<file path="config.mk">
export PLATFORM = sky130hd
export DESIGN_NAME = uart_xfer_ctrl
export DESIGN_NICKNAME = d
export VERILOG_FILES = /design/src/rtl/uart_xfer_ctrl.sv
export SDC_FILE = /design/constraint.sdc
export NUM_CORES = 1
export LEC_CHECK = 0
export CORE_MARGIN = 1
export CORE_UTILIZATION = 40
export DETAILED_ROUTE_END_ITERATION = 8
export SYNTH_ARGS = -nofsm -noshare
export SYNTH_HDL_FRONTEND = slang
export SYNTH_SLANG_ARGS = --single-unit
</file>
<file path="constraint.sdc">
create_clock -name clk -period 4.89 [get_ports clk]
set_input_delay 0.978 -clock clk [delete_from_list [all_inputs] [get_ports clk]]
set_output_delay 0.978 -clock clk [all_outputs]
set_load 0.01 [all_outputs]
</file>
<file path="src/rtl/uart_xfer_ctrl.sv">
// uart_xfer_ctrl: buffers CPU TX bytes in a small FIFO and starts the UART
// transmitter one byte at a time. It also captures received bytes with
// valid/overrun tracking and raises a maskable registered interrupt.
module uart_xfer_ctrl #(
    parameter int DEPTH = 4,
    parameter int AW    = 2
) (
    input  logic       clk,
    input  logic       reset,
    input  logic       wr_tx,
    input  logic [7:0] tx_wdata,
    input  logic       rd_rx,
    output logic [7:0] rx_rdata,
    input  logic       rx_ie,
    input  logic       tx_ie,
    input  logic       clr_err,
    input  logic       TX_STATUS,
    output logic [7:0] TX_DATA,
    output logic       ctrl,
    input  logic       RX_STATUS,
    input  logic [7:0] RX_DATA,
    output logic       tx_full,
    output logic       tx_empty,
    output logic       rx_valid,
    output logic       tx_ovf,
    output logic       rx_ovr,
    output logic       irq
);

    localparam logic [1:0] S_IDLE      = 2'd0;
    localparam logic [1:0] S_WAIT_BUSY = 2'd1;
    localparam logic [1:0] S_WAIT_DONE = 2'd2;

    localparam logic [AW:0] DEPTH_C = (AW+1)'(DEPTH);
    // WAIT_BUSY gives up after 15 cycles of TX_STATUS=1 (counter values 0..14)
    localparam logic [3:0]  TO_LAST = 4'd14;

    logic [7:0]    mem_q [DEPTH];
    logic [AW-1:0] wr_ptr_q, rd_ptr_q;
    logic [AW:0]   count_q, count_d;
    logic [1:0]    state_q, state_d;
    logic [3:0]    to_cnt_q, to_cnt_d;
    logic [7:0]    tx_data_q, rx_rdata_q;
    logic          ctrl_q, tx_full_q, tx_empty_q, rx_valid_q;
    logic          tx_ovf_q, rx_ovr_q, irq_q, rx_prev_q;
    logic          pop, push, rx_edge;

    // A pop happens only from IDLE with data queued and the UART idle; a full
    // FIFO can still take a write in the same cycle it pops.
    assign pop     = (state_q == S_IDLE) && (count_q != '0) && TX_STATUS;
    assign push    = wr_tx && ((count_q != DEPTH_C) || pop);
    assign rx_edge = RX_STATUS && !rx_prev_q;

    // Next FIFO occupancy
    always_comb begin
        count_d = count_q;
        case ({push, pop})
            2'b10:   count_d = count_q + 1'b1;
            2'b01:   count_d = count_q - 1'b1;
            default: count_d = count_q;
        endcase
    end

    // TX sequencing FSM with a give-up timer in WAIT_BUSY
    always_comb begin
        state_d  = state_q;
        to_cnt_d = to_cnt_q;
        case (state_q)
            S_IDLE: begin
                if (pop) begin
                    state_d  = S_WAIT_BUSY;
                    to_cnt_d = '0;
                end
            end
            S_WAIT_BUSY: begin
                if (!TX_STATUS)             state_d = S_WAIT_DONE;
                else if (to_cnt_q == TO_LAST) state_d = S_IDLE;
                else                        to_cnt_d = to_cnt_q + 1'b1;
            end
            S_WAIT_DONE: begin
                if (TX_STATUS) state_d = S_IDLE;
            end
            default: state_d = S_IDLE;
        endcase
    end

    // FIFO storage, pointers, FSM state and registered TX status flags
    always_ff @(posedge clk) begin
        if (reset) begin
            for (int i = 0; i < DEPTH; i++) mem_q[i] <= '0;
            wr_ptr_q   <= '0;
            rd_ptr_q   <= '0;
            count_q    <= '0;
            state_q    <= S_IDLE;
            to_cnt_q   <= '0;
            tx_data_q  <= '0;
            ctrl_q     <= 1'b0;
            tx_full_q  <= 1'b0;
            tx_empty_q <= 1'b1;
            tx_ovf_q   <= 1'b0;
        end else begin
            if (push) begin
                mem_q[wr_ptr_q] <= tx_wdata;
                wr_ptr_q        <= wr_ptr_q + 1'b1;
            end
            if (pop) begin
                tx_data_q <= mem_q[rd_ptr_q];
                rd_ptr_q  <= rd_ptr_q + 1'b1;
            end
            count_q    <= count_d;
            state_q    <= state_d;
            to_cnt_q   <= to_cnt_d;
            ctrl_q     <= pop;
            tx_full_q  <= (count_d == DEPTH_C);
            tx_empty_q <= (count_d == '0) && (state_d == S_IDLE);
            // a new rejected write beats a clear in the same cycle
            if (wr_tx && !push) tx_ovf_q <= 1'b1;
            else if (clr_err)   tx_ovf_q <= 1'b0;
        end
    end

    // RX capture: load on the rising edge of RX_STATUS, track valid/overrun
    always_ff @(posedge clk) begin
        if (reset) begin
            rx_prev_q  <= 1'b0;
            rx_rdata_q <= '0;
            rx_valid_q <= 1'b0;
            rx_ovr_q   <= 1'b0;
        end else begin
            rx_prev_q <= RX_STATUS;
            if (rx_edge) begin
                rx_rdata_q <= RX_DATA;
                rx_valid_q <= 1'b1;
            end else if (rd_rx) begin
                rx_valid_q <= 1'b0;
            end
            if (rx_edge && rx_valid_q && !rd_rx) rx_ovr_q <= 1'b1;
            else if (clr_err)                    rx_ovr_q <= 1'b0;
        end
    end

    // Interrupt request, registered from the current status flags
    always_ff @(posedge clk) begin
        if (reset) irq_q <= 1'b0;
        else       irq_q <= (rx_ie && rx_valid_q) || (tx_ie && tx_empty_q);
    end

    // ctrl is gated so a reset cuts a start pulse off immediately
    assign ctrl     = ctrl_q && !reset;
    assign TX_DATA  = tx_data_q;
    assign rx_rdata = rx_rdata_q;
    assign tx_full  = tx_full_q;
    assign tx_empty = tx_empty_q;
    assign rx_valid = rx_valid_q;
    assign tx_ovf   = tx_ovf_q;
    assign rx_ovr   = rx_ovr_q;
    assign irq      = irq_q;

endmodule

</file>
==> impl_metrics.toml <==
[run_status]
run_status = "complete, no violations"

[synthesis]
synth_async_sr_flop_share_pct = 0
synth-edff-count = 32
top_area_cell_type_share_of_the_netlist_area_pct = 31.6
post_synth_most_frequent_cells = "sky130_fd_sc_hd__nand2_1, sky130_fd_sc_hd__dfxtp_1, sky130_fd_sc_hd__and2_1"
synth.most_common_cell = "sky130_fd_sc_hd__nand2_1"
synth_seq_cells = 69
synth_flop_cell = "sky130_fd_sc_hd__dfxtp_1"
yosysTopAreaCell = "sky130_fd_sc_hd__edfxtp_1"
syn-num-nets = 303
netlist_top_cells_area = "sky130_fd_sc_hd__edfxtp_1, sky130_fd_sc_hd__dfxtp_1, sky130_fd_sc_hd__and2_1"
yosys_warnings = 0
gate_count_post_synth = 275
synth.avg_cell_area_um2 = 11.1
synth_area_um2 = 3040
post_synth_num_cell_types = 48
synth_seq_area_share_pct = 56.0

[die]
ios = 48
chipHeight_um = 89.2
placement_rows = 31
dieArea_um2 = 7950
floorplan.core_area_um2 = 7290
floorplan.initialDensity_pct = 41.7
die_width_um = 89.2

[critical_path]
cp.required_ns = 5.17
ff2ff_path_depth = 9
crit-reg2reg-capture = "tx_empty"
critical_path.reg2reg.startpoint = "state_q[0]"
worst-r2r-setup-slack_ns = 2.02
setup.worst_path.end_class = "flop"
critPathMaxFanout = 13
arrival_time_reported_for_the_critical_path_endpoint_ns = 4.02
worst_setup_path_start_kind = "input port"
critical_path_class = "input port to flop"

[routing]
route.detailed.vias_per_inst = 4.88
routed_wirelength_mm = 6.05
remaining_antenna_violation_count = 0
detail_route.drc_violations = 0
dr_total_vias = 2063
wl_per_cell_um = 14.3
number_of_drc_markers_in_iteration_0 = 67
firstDrtPassIters = 4

[pwr]
max-vdd-ir-drop_mv = 0.144
p_leak_uw = 0.00131
pwr_density_cell_nw_per_um2 = 346
report.power.total_uw = 1310

[clock_tree]
post-cts-setup-buffer-count = 0
root_buffer = "sky130_fd_sc_hd__clkbuf_8"
cts-resized-gates = 0
clk_path_buf_depth = 2
tritoncts = "built"
worst_skew_pair.late_latency_ns = 0.33
clk_pin_slew_worst_paths_ns = 0.08
cts_num_sinks = 69
cts_hold_buf = 0
cts_inserted_buffers = 9
htree_num_levels = 3

[sta]
worst_slew_margin_rel_pct = 38.5
report.final.slew_viol_count = 0
fin_worst_hold_slack_ns = 0.456
timing_worst_slew_pin_value_ns = 0.920
post-route-min-period_ns = 3.74
grt_setup_unrepaired = "no"
totalNegativeSetupSlack_ns = 0
timing.final.crit_share_pct = 76.5
max_freq_mhz = 267
report.final.hold_viol_count = 0
setup_viol = 0
finClkSkew_ns = 0.00967

[layout]
fin_area_um2 = 3780
nFillCells = 678
insertedDiodeCount = 0
flow.area_growth_from_synthesis_pct = 24.2
final_layout_size_suffix_gt1_share_pct = 11.1
finish.net_count = 347

[flow_run]
cap_violations = 0

[grt]
grt_max_degree = 32
grt_util_all_layers_pct = 16.7
number_of_global_route_vias_before_repair = 1923
globalRoute.totalOverflow = 0
first_pass_grt_wire_length_mm = 9.76
antenna_found_initial = 0

[placement]
post-dp-hpwl_mm = 4.15
count_of_input_and_output_buffers = 47
gp_congestion = 0.746
post_dp_cell_area_um2 = 3580

[min_path]
hold_path.startpoint = "rx_rdata[2]"
min-delay-path-class = "flop to flop"
hold_path_end = "rx_rdata[2]"
hold-path-cell-count = 2
## cells by family after synthesis
logic type | share of synthesized area (%)
flops | 56.0
buf+inv | 3.25
compound gates | 9.02
simple gates | 22.0
fa+ha+maj | 1.48
mux | 6.26
xor+xnor | 2.02
## power breakdown
part           switching [uW]  internal, uW  total, uW  leakage (uW)
clock network             217           219        436     0.0000877
logic                    92.5           101        194      0.000590
registers                31.5           645        676      0.000636
## worst max-delay path by stage
stage | start | end | slack, ns | cells past startpoint
after floorplan | TX_STATUS | tx_empty | 1.80 | 9
after global placement | TX_STATUS | tx_empty | 0.90 | 10
after detailed placement | TX_STATUS | tx_empty | 0.82 | 10
after CTS | TX_STATUS | tx_empty | 1.13 | 10
after global routing | TX_STATUS | tx_empty | 0.93 | 10
final | TX_STATUS | tx_empty | 1.15 | 10
## critical path, stage by stage
cell	delay [ns]
sky130_fd_sc_hd__clkdlybuf4s50_1	0.60
sky130_fd_sc_hd__nor3b_1	0.22
sky130_fd_sc_hd__buf_4	0.22
sky130_fd_sc_hd__and2_1	0.37
sky130_fd_sc_hd__nand2_1	0.14
sky130_fd_sc_hd__fa_1	0.43
sky130_fd_sc_hd__nand2b_1	0.19
sky130_fd_sc_hd__o221a_2	0.30
sky130_fd_sc_hd__nor4_2	0.36
sky130_fd_sc_hd__a31o_2	0.21
## flip-flops by register name (all words and copies together), names as in the netlist, 2 cells and up
signal,cells
TX_DATA,8
count_q,3
mem_q,32
rd_ptr_q,2
rx_rdata,8
state_q,2
to_cnt_q,4
wr_ptr_q,2
## cell type report
class	count	area, um^2	area share, %
multi-input combinational	182	1240	32.8
sequential	69	1700	45.1
timing repair buffer	50	493	13.1
clock buffer	11	153	4.04
clock inverter	5	40.0	1.06
inverter	7	26.3	0.696
tap	99	124	3.28
## per-layer routing
| metal | GRT usage (%) | vias to the layer above | wire length, um |
|---|---|---|---|
| li1 | - | 1056 | - |
| met1 | 22.7 | 946 | 2840 |
| met2 | 25.8 | 55 | 2750 |
| met3 | 3.79 | 6 | 396 |
| met4 | 6.93 | 0 | 69 |
| met5 | 0 | - | 0 |
## cell usage in the layout, fill, tap and decap left out, types with 2 or more instances in the layout
master,instances
sky130_fd_sc_hd__clkdlybuf4s50_1,47
sky130_fd_sc_hd__nand2_1,39
sky130_fd_sc_hd__dfxtp_1,37
sky130_fd_sc_hd__and2_1,33
sky130_fd_sc_hd__edfxtp_1,32
sky130_fd_sc_hd__a21oi_1,23
sky130_fd_sc_hd__nor2_1,10
sky130_fd_sc_hd__clkbuf_8,9
sky130_fd_sc_hd__mux4_2,8
sky130_fd_sc_hd__inv_1,7
sky130_fd_sc_hd__nand2b_1,6
sky130_fd_sc_hd__or3_1,5
sky130_fd_sc_hd__nor2b_1,4
sky130_fd_sc_hd__nand3_1,4
sky130_fd_sc_hd__o21ai_0,4
sky130_fd_sc_hd__xnor2_1,4
sky130_fd_sc_hd__nor3_1,4
sky130_fd_sc_hd__nor3b_1,3
sky130_fd_sc_hd__xor2_1,3
sky130_fd_sc_hd__clkinvlp_4,3
sky130_fd_sc_hd__buf_4,3
sky130_fd_sc_hd__o21bai_1,2
sky130_fd_sc_hd__a22oi_1,2
sky130_fd_sc_hd__o221a_2,2
sky130_fd_sc_hd__o22ai_1,2
sky130_fd_sc_hd__ha_1,2
sky130_fd_sc_hd__inv_6,2
## per-stage QoR
stage	utilization, %	setup WS, ns	std cells
after CTS	51.8	1.13	423
final	51.8	1.15	423
after global routing	51.8	0.929	423
after detailed placement	49.1	0.820	407
after global placement	49.1	0.900	407
after floorplan	-	1.80	275
No activity file was read; power rests on OpenSTA's default activity.
==> patch 1, RTL diff (config.mk and constraints unchanged) <==
The parameter `DEPTH` goes from 4 to 2.
--- a/src/rtl/uart_xfer_ctrl.sv
+++ b/src/rtl/uart_xfer_ctrl.sv
@@ -2,7 +2,7 @@
 // transmitter one byte at a time. It also captures received bytes with
 // valid/overrun tracking and raises a maskable registered interrupt.
 module uart_xfer_ctrl #(
-    parameter int DEPTH = 4,
+    parameter int DEPTH = 2,
     parameter int AW    = 2
 ) (
     input  logic       clk,
Behaviour: not the same (a bounded check fails within 4 cycles, from zero or initial values and one cycle with reset high).
==> patch 1 against the original RTL <==
Wire length decreased by 30%; die area decreased by 24%; register-to-register slack improved by 120 ps; count of clock-buffer cells in the layout fell by 6; global-route usage is 1.7 points lower; sequential share of layout area down 4.3 points; design area fell by 23%; worst setup slack better by 210 ps; sequential cell count is 18 lower; synthesized area decreased by 25%; clock skew decreased by 0.63 ps; largest cell class unchanged.
Power is not compared: it rests on default switching activity, and its combinational part moved more than twofold at a synthesized area within 25%.
==> patch 1: results (changes against the original RTL) <==
min_path_type: "reg -> reg"
ant_nets: 0  # unchanged
clock_skew_ps: 9.04  # -0.628 ps
clk_latency_ps: 300  # -30 ps
fill_cells: 504  # -26%
finalCritPeriodShare: 0.723  # -0.0421
slowest_stage: "or4b_2"
placed_cells: 333  # -18%
status: "complete, no violations"
cts_buffer_depth: 2  # unchanged
yosysSeqAreaShare: 0.518  # -0.0421
post-cts-setup-buffers: 0  # unchanged
relSlewSlack: 0.462  # +0.0762
syn_nets: 253  # -17%
largest_reg_flops: 16  # -50%
worst_ep_arrival_time_ps: 3750  # -270 ps
track_usage: 0.150  # -0.0171
largest-register: "mem_q"
powerClk_uw: 252
grt_max_degree: 38  # +19%
yosys.area.top_type: "dfxtp_1"
drt_wl_total_um: 4220  # -30%
cts_resized: 0  # unchanged
yosys_warnings: 0  # unchanged
drive_gt1_frac: 0.0818  # -0.0293
grt_pass1_wl_um: 7070  # -28%
clk_pin_slew_worst_paths_ps: 100  # +20 ps
reg2reg_slack_ps: 2140  # +120 ps
crit_start: "TX_STATUS"
grt-ovfl-total: 0  # unchanged
htreeDepth: 2  # -1
stdcell_count: 341  # -19%
nets: 296  # -15%
netlist-cell-type-count: 50  # +4.2%
reg2reg_depth: 9  # unchanged
worstReg2RegStart: "state_q[1]$_SDFF_PP0_"
pg_seq_uw: 613
vias: 1684  # -18%
syn_area_per_cell_um2: 10.1  # -8.3%
leakage_uw: 0.00103
drt_iter0_drc: 86  # +28%
synth_common_cells: "dfxtp_1, nor2_1, a21oi_1, and2_1, nand2_1"
synth_edf_count: 16  # -50%
dpl_cell_area_mm2: 0.00280  # -22%
hpwl_um: 2890  # -30%
irDropWorstVdd_uv: 231
cp-end-kind: "flip-flop"
place_congestion: 0.864  # +16%
portBuffers: 47  # unchanged
synth_area_leaders: "dfxtp_1, edfxtp_1, and2_1, a21oi_1, mux2i_1"
post-place-ws_ps: 1070  # +248 ps
slowest_delay_ps: 620  # +20 ps
grt_pass1_vias: 1483  # -23%
firstDrtPassIters: 4  # unchanged
cts_buffers: 5  # -4
p_sw_frac: 0.348
cp_max_fo: 10  # -3
comb_power_uw: 533
patch 1: cell count changes in the layout (fill, tap and decap cells not counted), sizes merged, moves of 7 or more:
cell    delta
a211oi    +10
nand2     -22
mux2i      +7
and2      -16
mux4       -8
edfxtp    -16
nor2       +9
patch 1: how the worst min path moves through the flow:
stage | startpoint | to | slack, ps
6_report | rx_rdata[2]$_SDFFE_PP0P_ | rx_rdata[2]$_SDFFE_PP0P_ | 460
4_1_cts | rx_rdata[2]$_SDFFE_PP0P_ | rx_rdata[2]$_SDFFE_PP0P_ | 460
5_1_grt | rx_rdata[6]$_SDFFE_PP0P_ | rx_rdata[6]$_SDFFE_PP0P_ | 480
2_1_floorplan | to_cnt_q[3]$_SDFFE_PP0P_ | to_cnt_q[3]$_SDFFE_PP0P_ | 450
3_5_place_dp | rx_rdata[2]$_SDFFE_PP0P_ | rx_rdata[2]$_SDFFE_PP0P_ | 450
3_3_place_gp | rx_rdata[2]$_SDFFE_PP0P_ | rx_rdata[2]$_SDFFE_PP0P_ | 440
patch 1: per-layer routing:
metal  share of wire  GRT usage  wire [um]
met3           0.044     0.0376        184
met5               0          0          0
met2            0.47      0.246       1980
met1            0.48      0.189       2020
met4          0.0092     0.0547         39
patch 1: final cells by class:
cell class	count	area, um^2	area share
clock buffer	5	68.8	0.0238
multi-input combinational	150	991	0.342
inverter	9	33.8	0.0117
sequential	51	1180	0.408
tap	72	90.1	0.0311
timing repair buffer	51	500	0.173
clock inverter	3	28.8	0.00994
patch 1: kinds of logic (layout without fill, tap and decap cells):
family          count (synthesis)  count (layout)  share of synthesized area
simple gates                   85              85                      0.202
flops                          51              51                      0.518
compound gates                 48              48                      0.149
buf+inv                        24              68                     0.0477
mux                            11              11                     0.0516
fa+ha+maj                       3               3                     0.0197
xor+xnor                        3               3                     0.0115
==> patch 2, RTL diff (same settings) <==
Made on the original files. The output `irq` loses its register stage (`irq_q` becomes a continuous assignment).
--- a/src/rtl/uart_xfer_ctrl.sv
+++ b/src/rtl/uart_xfer_ctrl.sv
@@ -140,10 +140,7 @@
     end
 
     // Interrupt request, registered from the current status flags
-    always_ff @(posedge clk) begin
-        if (reset) irq_q <= 1'b0;
-        else       irq_q <= (rx_ie && rx_valid_q) || (tx_ie && tx_empty_q);
-    end
+    assign irq_q = (rx_ie && rx_valid_q) || (tx_ie && tx_empty_q);
 
     // ctrl is gated so a reset cuts a start pulse off immediately
     assign ctrl     = ctrl_q && !reset;
Check against the original RTL: not equivalent (Yosys sat finds a counterexample within 4 cycles, from zero or initial values and one cycle with reset high).
==> patch 2 against the original RTL <==
Via count is 1.3% lower; final cell count fell by 0.95%; design area rose by 0.83%; sequential cell count down 1; worst setup slack better by 260 ps; clock skew up 3.4 ps; synthesized area grew 0.62%; wire length down 4.2%; synthesized cell count is 2.9% lower; critical endpoint unchanged; highest routed layer unchanged.
Power is not compared: it rests on default switching activity, and its combinational part moved more than twofold at a synthesized area within 25%.
==> patch 2: results (changes against the original RTL) <==
muxShareOfSynthArea: 0.0638  # +0.00125
min_path_cells: 2  # unchanged
grt-ovfl-total: 0  # unchanged
vias: 2036  # -1.3%
grt_pass1_vias: 1930  # +0.36%
drt_iter0_drc: 68  # +1.5%
min_path_type: "reg -> reg"
r2r-end: "tx_empty$_SDFF_PP1_"
irDropWorstVdd_uv: 184
antenna_found_initial: 0  # unchanged
place_congestion: 0.783  # +4.9%
cts_buffer_depth: 2  # unchanged
grt_max_degree: 17  # -47%
cts_buffers: 9  # unchanged
drt-wirelength-per-cell_um: 13.8  # -3.3%
htreeDepth: 3  # unchanged
cp_max_fo: 12  # -1
synth_common_cells: "nand2_1, dfxtp_1, and2_1, edfxtp_1, a21oi_1"
syn_nets: 295  # -2.6%
min_to: "rx_rdata[6]$_SDFFE_PP0P_"
die-area_mm2: 0.00800  # +0.61%
async_flop_share: 0  # unchanged
cts_resized: 0  # unchanged
reg2reg_slack_ps: 2230  # +210 ps
clk_latency_ps: 340
antenna_cells: 0  # unchanged
drive_gt1_frac: 0.131  # +0.0201
largest-register: "mem_q"
path_class: "in -> reg"
synth_flop_cell: "dfxtp_1"
synth_adder_area_share: 0.0147  # -0.0000910
synth_xor_xnor_area_share: 0.0143  # -0.00585
netlist-cell-type-count: 50  # +4.2%
dpl_cell_area_mm2: 0.00361  # +0.66%
portBuffers: 47  # unchanged
slowest_stage: "nor3b_4"
slowest_delay_ps: 610
hpwl_um: 3990  # -4.0%
post-cts-setup-buffers: 0  # unchanged
hp-start: "rx_rdata[6]$_SDFFE_PP0P_"
track_usage: 0.158  # -0.00915
synth_area_leaders: "edfxtp_1, dfxtp_1, and2_1, mux4_2, nand2_1"
cts-root-buf: "clkbuf_8"
relSlewSlack: 0.366  # -0.0195
clk_pin_slew_worst_paths_ps: 70
leakage_uw: 0.00133
grt_pass1_wl_um: 9160  # -6.1%
worstReg2RegStart: "state_q[0]$_SDFF_PP0_"
nets: 343  # -1.2%
yosys_warnings: 0  # unchanged
reg2reg_depth: 7  # -2
synth_compound_area_frac: 0.108  # +0.0183
worst_ep_arrival_time_ps: 3760  # -260 ps
largest_reg_flops: 32  # unchanged
yosysSeqAreaShare: 0.550  # -0.00998
status: "complete, no violations"
firstDrtPassIters: 4  # unchanged
clock_skew_ps: 13.0  # +3.35 ps
crit_family: "simple AND/OR/NAND/NOR gates"
-- patch 2: cell count changes after synthesis, moves of 3 or more --
cell      before  now
nor3_1         4    1
o21ai_1        0    3
clkbuf_1      11    5
nor2_1        10   13
-- patch 2: worst max path at each step --
stage                    from  slack, ps  cells past startpoint                  end
floorplan           TX_STATUS       2040                      8  tx_empty$_SDFF_PP1_
CTS                 TX_STATUS       1430                      8  tx_empty$_SDFF_PP1_
global placement    TX_STATUS       1170                      8  tx_empty$_SDFF_PP1_
global route        TX_STATUS       1250                      8  tx_empty$_SDFF_PP1_
finish              TX_STATUS       1410                      8  tx_empty$_SDFF_PP1_
detailed placement  TX_STATUS       1100                      8  tx_empty$_SDFF_PP1_
-- patch 2: per-layer routing --
layer / track usage / routed length (um)
met2: 0.264 / 2750
met1: 0.191 / 2660
met5: 0 / 0
met4: 0.0851 / 119
met3: 0.0332 / 262
-- patch 2: cell type report --
type,instances,area (um^2)
Fill cell,652,3520
Sequential cell,68,1680
Inverter,8,30.0
Multi-Input combinational cell,179,1290
Timing Repair Buffer,49,485
Clock inverter,7,76.3
Tap cell,99,124
Clock buffer,9,124
-- patch 2: kinds of logic after synthesis --
kind of cell             Yosys count
XOR/XNOR                           5
AO/OA/AOI/OAI                     44
flip-flops                        68
multiplexers                       9
AND/OR/NAND/NOR                  118
buffers and inverters             20
adder cells (fa/ha/maj)            3
-- patch 2: where the power goes --
part	total [uW]	internal [uW]	switching [uW]	leakage, uW
Combinational	434	219	215	0.000603
Clock	461	238	223	0.0000958
Sequential	738	669	69.3	0.000627
-- patch 2: per-stage QoR --
stage	instances	hold WS (ps)	utilization	setup WS, ps
after floorplan	267	461	-	2040
after global placement	403	443	0.492	1170
after detailed placement	403	447	0.492	1100
after CTS	419	457	0.519	1430
after global routing	419	474	0.519	1250
final	419	453	0.519	1410
